## config.mk

```make
export PLATFORM = sky130hd
export DESIGN_NAME = queue_reader_flat
export DESIGN_NICKNAME = d
export VERILOG_FILES = /design/src/rtl/queue_pkg.sv /design/src/rtl/queue_reader_if.sv /design/src/rtl/edge_detect.sv /design/src/rtl/queue_reader.sv /design/src/flat_wrapper.sv
export SDC_FILE = /design/constraint.sdc
export NUM_CORES = 1
export LEC_CHECK = 0
export BUFFER_PORTS_ARGS = -buffer_cell sky130_fd_sc_hd__buf_4
export CELL_PAD_IN_SITES_DETAIL_PLACEMENT = 1
export CELL_PAD_IN_SITES_GLOBAL_PLACEMENT = 1
export CORE_MARGIN = 1
export CORE_UTILIZATION = 36
export CTS_BUF_LIST = sky130_fd_sc_hd__clkbuf_4 sky130_fd_sc_hd__clkbuf_8
export CTS_CLUSTER_SIZE = 20
export DETAILED_ROUTE_END_ITERATION = 7
export GPL_TIMING_DRIVEN = 0
export PLACE_DENSITY = 0.76
export SYNTH_ARGS = -nofsm -noshare
export SYNTH_HDL_FRONTEND = slang
export SYNTH_SLANG_ARGS = --single-unit
```

## constraint.sdc

```tcl
create_clock -name clk -period 1.4 [get_ports clk]
set_input_delay 0.07 -clock clk [delete_from_list [all_inputs] [get_ports clk]]
set_output_delay 0.07 -clock clk [all_outputs]
set_load 0.01 [all_outputs]
```

## src/rtl/queue_pkg.sv

```systemverilog
// Shared definitions for the RAM-queue board platform: FSM encoding, queue command values
// and default widths, plus a helper for sizing down-counters.
package queue_pkg;

    localparam logic [2:0] S_IDLE    = 3'd0;
    localparam logic [2:0] S_ISSUE   = 3'd1;
    localparam logic [2:0] S_WAIT    = 3'd2;
    localparam logic [2:0] S_CAPTURE = 3'd3;
    localparam logic [2:0] S_HOLD    = 3'd4;

    typedef enum logic [2:0] {
        ST_IDLE    = S_IDLE,
        ST_ISSUE   = S_ISSUE,
        ST_WAIT    = S_WAIT,
        ST_CAPTURE = S_CAPTURE,
        ST_HOLD    = S_HOLD
    } state_t;

    localparam logic CMD_POP  = 1'b0;
    localparam logic CMD_PUSH = 1'b1;

    localparam int DATA_W_DEF = 6;
    localparam int ADDR_W_DEF = 4;

    // Width of a counter that must hold 0..max_val; never narrower than one bit.
    function automatic int cnt_width(input int max_val);
        return (max_val < 1) ? 1 : $clog2(max_val + 1);
    endfunction

endpackage

```

## src/rtl/queue_reader_if.sv

```systemverilog
// Pins between the queue reader, the queue top and the display logic.
// master = reader side, slave = queue/display side.
interface queue_reader_if #(
    parameter int DATA_WIDTH = 6,
    parameter int ADDR_WIDTH = 4,
    parameter int CNT_WIDTH  = 8
);
    logic                  q_active;
    logic                  q_cmd;
    logic [DATA_WIDTH-1:0] q_data;
    logic [ADDR_WIDTH-1:0] q_addr;
    logic                  q_underflow;
    logic [DATA_WIDTH-1:0] rd_data;
    logic [ADDR_WIDTH-1:0] rd_addr;
    logic                  rd_valid;
    logic [CNT_WIDTH-1:0]  rd_count;
    logic                  empty_seen;
    logic                  busy;

    modport master (
        output q_active, q_cmd, rd_data, rd_addr, rd_valid, rd_count, empty_seen, busy,
        input  q_data, q_addr, q_underflow
    );

    modport slave (
        input  q_active, q_cmd, rd_data, rd_addr, rd_valid, rd_count, empty_seen, busy,
        output q_data, q_addr, q_underflow
    );

endinterface

```

## src/rtl/edge_detect.sv

```systemverilog
// Rising-edge pulse on a level input; pulse is combinational on the cycle the level rises.
// The history flop resets high so a level already high through reset is not a new edge.
module edge_detect (
    input  logic clk,
    input  logic rst_n,
    input  logic i_sig,
    output logic o_rise
);

    logic r_sig_q;

    always_ff @(posedge clk or negedge rst_n) begin
        if (!rst_n) begin
            r_sig_q <= 1'b1;
        end else begin
            r_sig_q <= i_sig;
        end
    end

    assign o_rise = i_sig & ~r_sig_q;

endmodule

```

## src/rtl/queue_reader.sv

```systemverilog
// Read-side controller: one pop per trigger edge, or auto-drain every 1+READ_LAT+HOLD_CYCLES
// cycles until underflow. Captured word/address held in registers; edges while busy are dropped.
module queue_reader
    import queue_pkg::*;
#(
    parameter int DATA_WIDTH  = DATA_W_DEF,
    parameter int ADDR_WIDTH  = ADDR_W_DEF,
    parameter int READ_LAT    = 1,
    parameter int HOLD_CYCLES = 4,
    parameter int CNT_WIDTH   = 8
) (
    input  logic            clk,
    input  logic            rst_n,
    input  logic            i_trigger,
    input  logic            i_auto_mode,
    queue_reader_if.master  bus
);

    localparam int LAT_W  = cnt_width(READ_LAT - 1);
    localparam int HOLD_W = cnt_width(HOLD_CYCLES - 1);
    localparam logic [LAT_W-1:0]  LAT_LOAD  = LAT_W'(READ_LAT - 1);
    localparam logic [HOLD_W-1:0] HOLD_LOAD = HOLD_W'(HOLD_CYCLES - 1);

    state_t                r_state;
    state_t                w_state_nxt;
    logic [LAT_W-1:0]      r_lat_cnt;
    logic [LAT_W-1:0]      w_lat_cnt_nxt;
    logic [HOLD_W-1:0]     r_hold_cnt;
    logic [HOLD_W-1:0]     w_hold_cnt_nxt;
    logic                  w_edge;
    logic                  w_capture;
    logic                  w_set_empty;
    logic                  w_clr_empty;

    logic                  r_q_active;
    logic [DATA_WIDTH-1:0] r_rd_data;
    logic [ADDR_WIDTH-1:0] r_rd_addr;
    logic                  r_rd_valid;
    logic [CNT_WIDTH-1:0]  r_rd_count;
    logic                  r_empty_seen;
    logic                  r_busy;

    edge_detect u_edge (
        .clk    (clk),
        .rst_n  (rst_n),
        .i_sig  (i_trigger),
        .o_rise (w_edge)
    );

    always_comb begin
        w_state_nxt    = r_state;
        w_lat_cnt_nxt  = r_lat_cnt;
        w_hold_cnt_nxt = r_hold_cnt;
        w_capture      = 1'b0;
        w_set_empty    = 1'b0;
        w_clr_empty    = 1'b0;
        case (r_state)
            ST_IDLE: begin
                if (w_edge) begin
                    w_state_nxt = ST_ISSUE;
                    w_clr_empty = 1'b1;
                end
            end
            ST_ISSUE: begin
                w_lat_cnt_nxt = LAT_LOAD;
                w_state_nxt   = (READ_LAT == 1) ? ST_CAPTURE : ST_WAIT;
            end
            ST_WAIT: begin
                // Entered with READ_LAT-1 loaded, so this spends READ_LAT-1 cycles here.
                w_lat_cnt_nxt = r_lat_cnt - 1'b1;
                if (r_lat_cnt <= LAT_W'(1)) begin
                    w_state_nxt = ST_CAPTURE;
                end
            end
            ST_CAPTURE: begin
                if (bus.q_underflow) begin
                    w_set_empty = 1'b1;
                    w_state_nxt = ST_IDLE;
                end else begin
                    w_capture      = 1'b1;
                    w_hold_cnt_nxt = HOLD_LOAD;
                    w_state_nxt    = i_auto_mode ? ST_HOLD : ST_IDLE;
                end
            end
            ST_HOLD: begin
                if (!i_auto_mode) begin
                    w_state_nxt = ST_IDLE;
                end else if (r_hold_cnt == '0) begin
                    w_state_nxt = ST_ISSUE;
                end else begin
                    w_hold_cnt_nxt = r_hold_cnt - 1'b1;
                end
            end
            default: begin
                w_state_nxt = ST_IDLE;
            end
        endcase
    end

    always_ff @(posedge clk or negedge rst_n) begin
        if (!rst_n) begin
            r_state    <= ST_IDLE;
            r_lat_cnt  <= '0;
            r_hold_cnt <= '0;
        end else begin
            r_state    <= w_state_nxt;
            r_lat_cnt  <= w_lat_cnt_nxt;
            r_hold_cnt <= w_hold_cnt_nxt;
        end
    end

    // Strobes are registered from the next-state decode so they line up with the state.
    always_ff @(posedge clk or negedge rst_n) begin
        if (!rst_n) begin
            r_q_active   <= 1'b0;
            r_busy       <= 1'b0;
            r_rd_valid   <= 1'b0;
            r_rd_data    <= '0;
            r_rd_addr    <= '0;
            r_rd_count   <= '0;
            r_empty_seen <= 1'b0;
        end else begin
            r_q_active <= (w_state_nxt == ST_ISSUE);
            r_busy     <= (w_state_nxt != ST_IDLE);
            r_rd_valid <= w_capture;
            if (w_capture) begin
                r_rd_data  <= bus.q_data;
                r_rd_addr  <= bus.q_addr;
                r_rd_count <= r_rd_count + 1'b1;
            end
            if (w_set_empty) begin
                r_empty_seen <= 1'b1;
            end else if (w_clr_empty) begin
                r_empty_seen <= 1'b0;
            end
        end
    end

    assign bus.q_active   = r_q_active;
    assign bus.q_cmd      = CMD_POP;
    assign bus.rd_data    = r_rd_data;
    assign bus.rd_addr    = r_rd_addr;
    assign bus.rd_valid   = r_rd_valid;
    assign bus.rd_count   = r_rd_count;
    assign bus.empty_seen = r_empty_seen;
    assign bus.busy       = r_busy;

endmodule
```

## src/flat_wrapper.sv

```systemverilog
// flat-port wrapper written by rule: the top's interface ports become plain ports
module queue_reader_flat import queue_pkg::*;
#(
    parameter int DATA_WIDTH  = DATA_W_DEF,
    parameter int ADDR_WIDTH  = ADDR_W_DEF,
    parameter int READ_LAT    = 1,
    parameter int HOLD_CYCLES = 4,
    parameter int CNT_WIDTH   = 8
)
  (clk, rst_n, i_trigger, i_auto_mode, bus_q_active, bus_q_cmd, bus_rd_data, bus_rd_addr, bus_rd_valid, bus_rd_count, bus_empty_seen, bus_busy, bus_q_data, bus_q_addr, bus_q_underflow);
  queue_reader_if #(.DATA_WIDTH(DATA_WIDTH), .ADDR_WIDTH(ADDR_WIDTH), .CNT_WIDTH(CNT_WIDTH)) bus_i ();
  input  logic clk;
  input  logic rst_n;
  input  logic i_trigger;
  input  logic i_auto_mode;
  output wire logic [$bits(bus_i.q_active)-1:0] bus_q_active;
  output wire logic [$bits(bus_i.q_cmd)-1:0] bus_q_cmd;
  output wire logic [$bits(bus_i.rd_data)-1:0] bus_rd_data;
  output wire logic [$bits(bus_i.rd_addr)-1:0] bus_rd_addr;
  output wire logic [$bits(bus_i.rd_valid)-1:0] bus_rd_valid;
  output wire logic [$bits(bus_i.rd_count)-1:0] bus_rd_count;
  output wire logic [$bits(bus_i.empty_seen)-1:0] bus_empty_seen;
  output wire logic [$bits(bus_i.busy)-1:0] bus_busy;
  input wire logic [$bits(bus_i.q_data)-1:0] bus_q_data;
  input wire logic [$bits(bus_i.q_addr)-1:0] bus_q_addr;
  input wire logic [$bits(bus_i.q_underflow)-1:0] bus_q_underflow;
  assign bus_q_active = bus_i.q_active;
  assign bus_q_cmd = bus_i.q_cmd;
  assign bus_rd_data = bus_i.rd_data;
  assign bus_rd_addr = bus_i.rd_addr;
  assign bus_rd_valid = bus_i.rd_valid;
  assign bus_rd_count = bus_i.rd_count;
  assign bus_empty_seen = bus_i.empty_seen;
  assign bus_busy = bus_i.busy;
  assign bus_i.q_data = bus_q_data;
  assign bus_i.q_addr = bus_q_addr;
  assign bus_i.q_underflow = bus_q_underflow;
  queue_reader #(.DATA_WIDTH(DATA_WIDTH), .ADDR_WIDTH(ADDR_WIDTH), .READ_LAT(READ_LAT), .HOLD_CYCLES(HOLD_CYCLES), .CNT_WIDTH(CNT_WIDTH)) u_core (.clk(clk), .rst_n(rst_n), .i_trigger(i_trigger), .i_auto_mode(i_auto_mode), .bus(bus_i));
endmodule
```

Word level (Yosys, flattened, before mapping)
Index checks and enable logic that the tools add are counted.
{ "totals": {"regBits": 29, "latchBits": 0, "mem_bits_rw": 0, "rom_bits": 0, "output_inout_bits": 23, "word_cells": 52, "memories": 0} }
{ "classes": {"n_addsub": 3, "mul": 0, "n_div": 0, "n_lt_le_gt_ge": 1, "eq_ne": 8, "shift": 0, "n_mux": 20, "n_bitwise": 2, "n_reduce_logical": 7} }
{ "op_table": {"columns": ["operator", "n"], "rows": [
  ["3-bit 2-to-1 mux", 6],
  ["3-bit one-hot mux with 5 select lines", 1],
  ["8-bit by 1-bit adder with 8-bit output (second input constant)", 1],
  ["1-bit 2-to-1 mux", 8],
  ["3-bit by 1-bit equality test with 1-bit output (second input constant)", 2],
  ["3-bit by 2-bit equality test with 1-bit output (second input constant)", 2],
  ["2-bit 2-to-1 mux", 3],
  ["2-bit != test (second input constant)", 3],
  ["2-bit nonzero test", 3],
  ["2-bit one-hot mux with 2 select lines", 1],
  ["4-bit AND reduction", 1],
  ["3-bit equality test (second input constant)", 1],
  ["3-bit logical NOT", 1],
  ["3-bit nonzero test", 1],
  ["2-bit logical NOT", 1],
  ["1-bit one-hot mux with 2 select lines", 1],
  ["2-bit by 1-bit subtractor with 2-bit output (second input constant)", 1],
  ["1-bit bitwise AND", 1],
  ["1-bit <= comparator (second input constant)", 1],
  ["1-bit NOT", 1],
  ["1-bit subtractor (second input constant)", 1]
]} }

Longest topological paths before layout
Gate-level depths: netlist of the first run.
{ "depth": {"depth_word": 6, "depth_mapped": 5} }

Hierarchy
A second synthesis of the first run with hierarchy kept.
{ "unflattened": {"cells_unflattened": 91, "area_unflattened_um2": 1176.1} }
{ "by_module_without_submodules": {"columns": ["module", "instances", "cells_per_inst", "area_per_inst_um2", "seq_area_each_um2"], "rows": [
  ["queue_reader", 1, 89, 1136.1, 675.6],
  ["edge_detect", 1, 2, 40.0, 26.3]
]} }

Least setup slack after synthesis of the first run
No wires, ideal clock.
{ "synth_path": {"path_kind": "reg-to-reg", "start": "register u_core.r_state[2]", "end": "register u_core.r_rd_addr[0], in the netlist u_core.bus.rd_addr[0]", "t_arrival_ns": 1.200, "required_time_ns": 1.273, "path_slack_ns": 0.073, "path_stages_with_launch": 4, "cell_sequence": "dfrtp_1 -> and4bb_4 -> buf_6 -> mux2_1"} }
{ "synth_between": {"elab_chain_len": 2} }
{ "synth_lines": {"columns": ["item", "line_no", "rtl"], "rows": [
  ["start: declaration", "queue_reader.sv:24", "state_t r_state;"],
  ["start signal: assignment", "queue_reader.sv:106", "r_state <= w_state_nxt;"],
  ["3-bit by 2-bit equality test with 1-bit output", "queue_reader.sv:57", "case (r_state)"],
  ["1-bit 2-to-1 mux", "queue_reader.sv:57", null],
  ["end signal: assignment", "queue_reader.sv:128", "r_rd_addr <= bus.q_addr;"],
  ["end: declaration", "queue_reader.sv:37", "logic [ADDR_WIDTH-1:0] r_rd_addr;"]
]} }
Every way passes these cells.
A chain may end at the register's enable or synchronous reset.

Worst setup path in the final report of the first run
{ "layout_path": {"start": "register u_core.r_state[1]", "end": "register u_core.r_rd_addr[1], in the netlist u_core.bus.rd_addr[1]"} }
The elaborated chain is that of the path after synthesis.

==> flow_summary.yaml, run 1 <==
outcome:
  status: "complete, no violations"
drt:
  routedWlPerCell_um: 13.6
  routed-via-count: 871
  drt-vias-per-instance: 4.61
  final_antenna_net_count: 0
  detailedRoute.firstPassIterationCount: 3
  drt_iter0_markers: 20
  finalWirelength_um: 2570
  route.detailed.drc: 0
yosys:
  post_synth_main_area_contributors: "dfrtp_1, mux2_1, xnor2_1"
  netlist.area_leader.share_pct: 57.4
  async_flop_share_pct: 100
  yosys_most_used_dff: "dfrtp_1"
  most_repeated_cell_in_the_gate_level_netlist_after_synthesis: "dfrtp_1"
  main_combinational_cell_family_by_area_after_synthesis: "simple AND/OR/NAND/NOR gates"
  count_of_state_elements_after_synthesis: 28
  synth_mux_area_share_pct: 12.2
  synth-adder-area-share_pct: 2.13
  mappedNetlistNets: 107
  yosys.area_share.simple_pct: 12.8
  synth_sequential_area_ratio_pct: 59.7
  syn-mean-instance-area_um2: 13.1
  post_synthesis_compound_gate_area_fraction_pct: 3.72
  mappedNetlistArea_um2: 1180
  synthesized_netlist_cell_count: 90
  synthesized_area_fraction_occupied_by_xor_and_xnor_cells_pct: 5.21
  synth_enable_flop_cells: 0
  synth_top_area_cell: "dfrtp_1"
  number_of_unique_standard_cell_types_used_by_synthesis: 30
  synth.yosys.warnings: 0
  netlist_top_cells_count: "dfrtp_1, mux2_1, nand2_1, nor2_1, xnor2_1"
power:
  design_power_total_mw: 2.92
  ir_drop_uv: 981
  leakage_nw: 0.811
  power_density_nw_per_um2: 1730
global_route:
  grt_met1_usage_pct: 20.1
  grt_overflow_total: 0
  grt_util_met2_pct: 29.4
  grt_pass1_vias: 926
  grt_start_max_net_pins: 29
  grt_use_met3_pct: 3.06
  antenna_found_initial: 0
  grt.total_usage_pct: 16.5
  grt_pass1_wl_um: 4280
  grt-busiest-layer: "met2"
floorplanning:
  fp.dieH_um: 59.2
  core_um2: 3080
  floorplan.io_pins: 38
  initial_core_util_pct: 38.2
  die_boundary_width_um: 59.2
  area_enclosed_by_the_die_boundary_um2: 3500
  fp-row-count: 20
worst_setup_path:
  critical_path_arrival_ns: 1.58
  timing.critical_path.required_ns: 1.62
  critPathMaxFanout: 10
  critPathCaptureType: "register"
  worst-setup-path-type: "register to register"
  timing.critical_path.from_type: "register"
placed_design:
  placer_s_final_routability_congestion_estimate: 0.834
  buffer_ports.inserted: 36
  placed_cell_area_um2: 1500
  detail_placement_hpwl_um: 1710
  cell_count_post_placement: 170
clocking:
  clock_tree.htree_level_count: 1
  clockRootBuffer: "clkbuf_4"
  tritoncts: "done"
  worstSkewPairLatency_ns: 0.32
  cts_buffer_depth: 2
  numClockSinks: 28
  numCtsBuffers: 3
  cts.clk_slew.worst_paths_ns: 0.15
layout:
  finish.utilization_pct: 54.9
  nNetsFinal: 163
  final_cell_count_no_fill: 189
  post-route-cell-area_um2: 1690
  antenna_cells: 0
  post_route_cells_drive_above_1_share_pct: 35.2
  syn2layout_area_growth_pct: 43.7
timing:
  grt_setup_unrepaired: "no"
  timing_hold_violations_final: 0
  report.final.slew_viol_count: 0
  finalCriticalPeriod_ns: 1.36
  finalSetupViolations: 0
  maximum_clock_frequency_ghz: 0.733
  min_period_over_period_pct: 97.4
  fin_worst_skew_ns: 0.00596
  fin_setup_tns_ns: 0
flow_run:
  max_cap_viols: 0
worst_hold_path:
  min_path_type: "input pin to register"
-- worst paths after layout --
check                                        from                endpoint  slack [ns]  cells after the start
hold / removal                    bus_q_underflow   u_core.bus.empty_seen        0.01                      3
max in group asynchronous                   rst_n   u_core.u_edge.r_sig_q        0.90                      2
setup reg to reg                u_core.r_state[1]   u_core.bus.rd_addr[1]        0.04                      4
hold reg to reg            u_core.bus.rd_count[7]  u_core.bus.rd_count[7]        0.50                      1
min in group asynchronous                   rst_n   u_core.bus.rd_addr[0]        0.19                      2
setup / recovery                u_core.r_state[1]   u_core.bus.rd_addr[1]        0.04                      4
-- repair_timing --
action                                  CTS  global route
hold buffers                             13             0
setup buffers                             1             1
resized for setup                         3             0
endpoints found under the setup margin   10             9
endpoints found under the hold margin    40             0
-- through the flow --
stage	setup WS (ns)	hold slack, ns
2_1_floorplan	0.0729	-0.226
3_5_place_dp	-0.0477	0.00919
6_report	0.0360	0.0102
3_3_place_gp	-0.00382	0.00478
5_1_grt	0.00550	0.0122
4_1_cts	0.000384	0.00867
-- placed cells by master, fill, tap and decap left out --
cell	synthesis	routed
nand3_1	2	2
nand2_1	6	6
dfrtp_1	27	26
and4_1	1	1
o21a_1	1	1
clkbuf_8	0	1
nand2b_1	1	1
mux2_1	9	9
and2_1	1	1
a21oi_1	1	1
buf_4	1	40
xor2_1	1	1
clkbuf_4	0	3
o2111ai_1	1	1
nor2_1	6	6
dfstp_2	1	1
nand4bb_1	1	1
o311ai_0	1	1
dlygate4sd3_1	0	13
buf_6	2	1
nand4_1	4	4
conb_1	1	1
xnor2_1	6	6
and4bb_4	1	1
o2bb2ai_1	1	1
nor4b_1	1	1
and3_1	2	2
buf_8	0	1
mux2_2	2	2
o21ai_0	1	1
dfrtp_2	0	1
mux2i_1	2	2
ha_1	2	2
inv_1	3	3
-- report_power, final --
part	leakage, nW	switching, mW	internal, mW
logic	0.451	0.526	0.669
registers	0.339	0.219	1.11
clock network	0.0210	0.239	0.159
total	0.811	0.984	1.94
-- layout make-up --
cell class              instances  area (um2)
plain buffers                   4        41.3
clock buffers                   4        36.3
fillers                       345        1390
inverters                       3        11.3
multi-input cells              55         428
flip-flops and latches         28         703
well taps                      44        55.1
repair buffers                 51         415
-- state kept, by name, summed over array words and instances, names as in the netlist --
name,cells
u_core.bus.busy,1
u_core.bus.rd_data,6
u_core.bus.rd_addr,4
u_core.r_hold_cnt,2
u_core.r_state,3
u_core.bus.q_active,1
u_core.bus.rd_valid,1
u_core.bus.rd_count,8
u_core.u_edge.r_sig_q,1
u_core.bus.empty_seen,1
-- kinds of logic after synthesis --
kind of cell | after synthesis
AND/OR/NAND/NOR | 26
other | 1
flip-flops | 28
adder cells (fa/ha/maj) | 2
AO/OA/AOI/OAI | 6
buffers and inverters | 7
multiplexers | 13
XOR/XNOR | 7
-- worst max-delay path, cell delays in order, from the launching register on --
cell and delay (ns):
dfrtp_1 0.36, buf_4 0.15, and4bb_4 0.28, buf_8 0.15, mux2_1 0.33
-- layer usage --
metal  vias to the layer above  share of wire, %
li1                        420                 -
met3                         2               3.0
met2                        18                52
met1                       431                44
met4                         0              0.93
met5                         -                 0
Note: power is estimated with default switching activity, not from simulation.
==> run 2: changes to the inputs <==
--- a/config.mk
+++ b/config.mk
@@ -15,6 +15,7 @@
 export DETAILED_ROUTE_END_ITERATION = 7
 export GPL_TIMING_DRIVEN = 0
 export PLACE_DENSITY = 0.76
+export RECOVER_POWER = 50
 export SYNTH_ARGS = -nofsm -noshare
 export SYNTH_HDL_FRONTEND = slang
 export SYNTH_SLANG_ARGS = --single-unit
==> run 2 against run 1 <==
Against the previous run:
- die area stayed put
- hold slack improved by 0.00061 ns
- global-route usage did not move
- first-iteration DRC count fell by 25%
- utilization fell by 1.2 points
- via count up 0.57%
- non-clock buffer count stayed put
- largest power group unchanged
- highest routed layer unchanged
==> flow_summary.yaml, run 2 (synthesized netlist as in run 1, its figures left out) <==
outcome:
  status: "complete, no violations"
worst_hold_path:
  min-delay-start: "bus_q_underflow"
  min_path_type: "input pin to register"
  holdPathStages: 3
  hold-path-endpoint: "u_core.bus.empty_seen"
floorplanning:
  floorplan.io_pins: 38
  initial_core_util_pct: 38.2
  fp.dieH_um: 59.2
  die_boundary_width_um: 59.2
  core_um2: 3080
  fp-row-count: 20
  area_enclosed_by_the_die_boundary_um2: 3500
layout:
  final_cell_count_no_fill: 189
  largest_register_ffs: 8
  post_route_cells_drive_above_1_share_pct: 29.0
  final_cell_mix: "buf_4, dfrtp_1, dlygate4sd3_1"
  fillers: 350
  antenna_cells: 0
  nNetsFinal: 163
  finish.utilization_pct: 53.7
  syn2layout_area_growth_pct: 40.6
  final_common_cell: "buf_4"
clocking:
  clockRootBuffer: "clkbuf_4"
  numClockSinks: 28
  tritoncts: "done"
  cts_buffer_depth: 2
  worstSkewPairLatency_ns: 0.32
  clock_tree.htree_level_count: 1
  cts.clk_slew.worst_paths_ns: 0.15
  numCtsBuffers: 3
worst_setup_path:
  critical_path_arrival_ns: 1.58
  timing.reg2reg.worst_path_depth: 4
  critical_path.n_buffers_inverters: 2
  cp_slowest_stage_delay_ns: 0.36
  critPathCaptureType: "register"
  critPathMaxFanout: 10
  timing.critical_path.from_type: "register"
  worstPathCellList: "buf_4 -> and4bb_4 -> buf_8 -> mux2_1"
  worst-setup-path-type: "register to register"
  worstReg2RegEnd: "u_core.bus.rd_addr[1]"
  timing.reg2reg.setup_slack_ns: 0.04
  critical_path.slowest_cell: "dfrtp_1"
  timing.critical_path.required_ns: 1.62
  cp_top_family: "flip-flops"
  r2r-start: "u_core.r_state[1]"
placed_design:
  detail_placement_hpwl_um: 1710
  cell_count_post_placement: 170
  placer_s_final_routability_congestion_estimate: 0.834
  buffer_ports.inserted: 36
  post-place-ws_ns: -0.0477
power:
  p_int_mw: 1.84
  power_density_nw_per_um2: 1710
  switching_share_pct: 34.7
  p_switching_mw: 0.979
  p_seq_share_pct: 46.9
  ir_drop_uv: 920
  leakage_nw: 0.776
  clock_power_share_pct: 14.1
  combinationalPowerShare_pct: 39.0
timing:
  report.final.slew_viol_count: 0
  grt_setup_unrepaired: "no"
  timing_hold_violations_final: 0
  max_slew.worst_pin.slew_ns: 0.674
  finalSetupViolations: 0
  slew-limit-headroom_pct: 55.1
  fin_worst_skew_ns: 0.00543
  finalCriticalPeriod_ns: 1.36
  min_period_over_period_pct: 97.4
  final_worst_setup_slack_ns: 0.0371
  maximum_clock_frequency_ghz: 0.734
drt:
  final_antenna_net_count: 0
  routed-via-count: 876
  drt-vias-per-instance: 4.63
  detailedRoute.firstPassIterationCount: 4
  route.detailed.drc: 0
  routedWlPerCell_um: 13.5
  drt_iter0_markers: 15
  finalWirelength_um: 2560
global_route:
  grt_start_max_net_pins: 29
  grt_pass1_wl_um: 4280
  grt_pass1_vias: 926
  grt.total_usage_pct: 16.5
  antenna_found_initial: 0
  grt_overflow_total: 0
flow_run:
  max_cap_viols: 0
## run 2: changes by cell type in the layout (fill, tap and decap cells not counted), sizes merged
cell,before,now
clkbuf,4,15
buf,42,31
## run 2: layout make-up
type / instances / area (um2) / area share, %
buffer: 4 / 41.3 / 2.50
timing repair buffer: 51 / 379 / 22.9
inverter: 3 / 11.3 / 0.681
clock buffer: 4 / 36.3 / 2.19
tap: 44 / 55.1 / 3.33
multi-input combinational: 55 / 428 / 25.9
sequential: 28 / 703 / 42.5
## run 2: how the worst max path moves through the flow
| stage | start | to | slack (ns) | depth (start not counted) |
|---|---|---|---|---|
| 2_1_floorplan | u_core.r_state[2] | u_core.bus.rd_addr[0] | 0.07 | 3 |
| 3_3_place_gp | u_core.r_state[2] | u_core.bus.rd_addr[1] | -0.004 | 3 |
| 3_5_place_dp | u_core.r_state[2] | u_core.bus.rd_addr[1] | -0.05 | 3 |
| 4_1_cts | u_core.r_state[1] | u_core.bus.rd_addr[1] | 0.0004 | 4 |
| 5_1_grt | u_core.r_state[1] | u_core.bus.rd_data[4] | 0.006 | 4 |
| 6_report | u_core.r_state[1] | u_core.bus.rd_addr[1] | 0.04 | 4 |
## run 2: metrics by stage
step           total power [mW]  hold slack [ns]  TNS (ns)  instance area (um2)
3_3_place_gp               2.43          0.00478   -0.0117                 1500
3_5_place_dp               2.49          0.00919    -0.293                 1500
6_report                   2.82           0.0108         0                 1650
2_1_floorplan              1.91           -0.226         0                 1180
4_1_cts                    2.93          0.00867         0                 1680
5_1_grt                    3.03           0.0122         0                 1650
## run 2: metal layers
| metal | vias to the layer above | GRT usage [%] | part of all wire, % |
|---|---|---|---|
| met5 | - | 0 | 0 |
| met4 | 0 | 5.10 | 0.94 |
| met3 | 2 | 3.06 | 3.2 |
| met2 | 21 | 29.4 | 53 |
| met1 | 432 | 20.1 | 43 |
| li1 | 421 | - | - |
## run 2: worst register-to-register path: cells and delay by family (launching register included)
family | cells | cell delay, ns
flip-flops | 1 | 0.36
AND/OR/NAND/NOR | 1 | 0.28
buffers and inverters | 2 | 0.30
multiplexers | 1 | 0.33
## run 2: what timing repair did
| item | in CTS | in global routing |
|---|---|---|
| setup endpoints to repair | 10 | 9 |
| buffers inserted | 1 | 1 |
| endpoints found under the hold margin | 40 | 0 |
| hold buffers | 13 | 0 |
| resized for setup | 3 | 0 |
## run 2: power groups by stage
stage                     Combinational, mW  Sequential, mW  Clock, mW
final                                  1.10            1.32      0.397
after global routing                   1.21            1.38      0.439
after CTS                              1.20            1.33      0.408
after detailed placement               1.14            1.35          0
after global placement                 1.10            1.33          0
after floorplan                       0.482            1.42          0
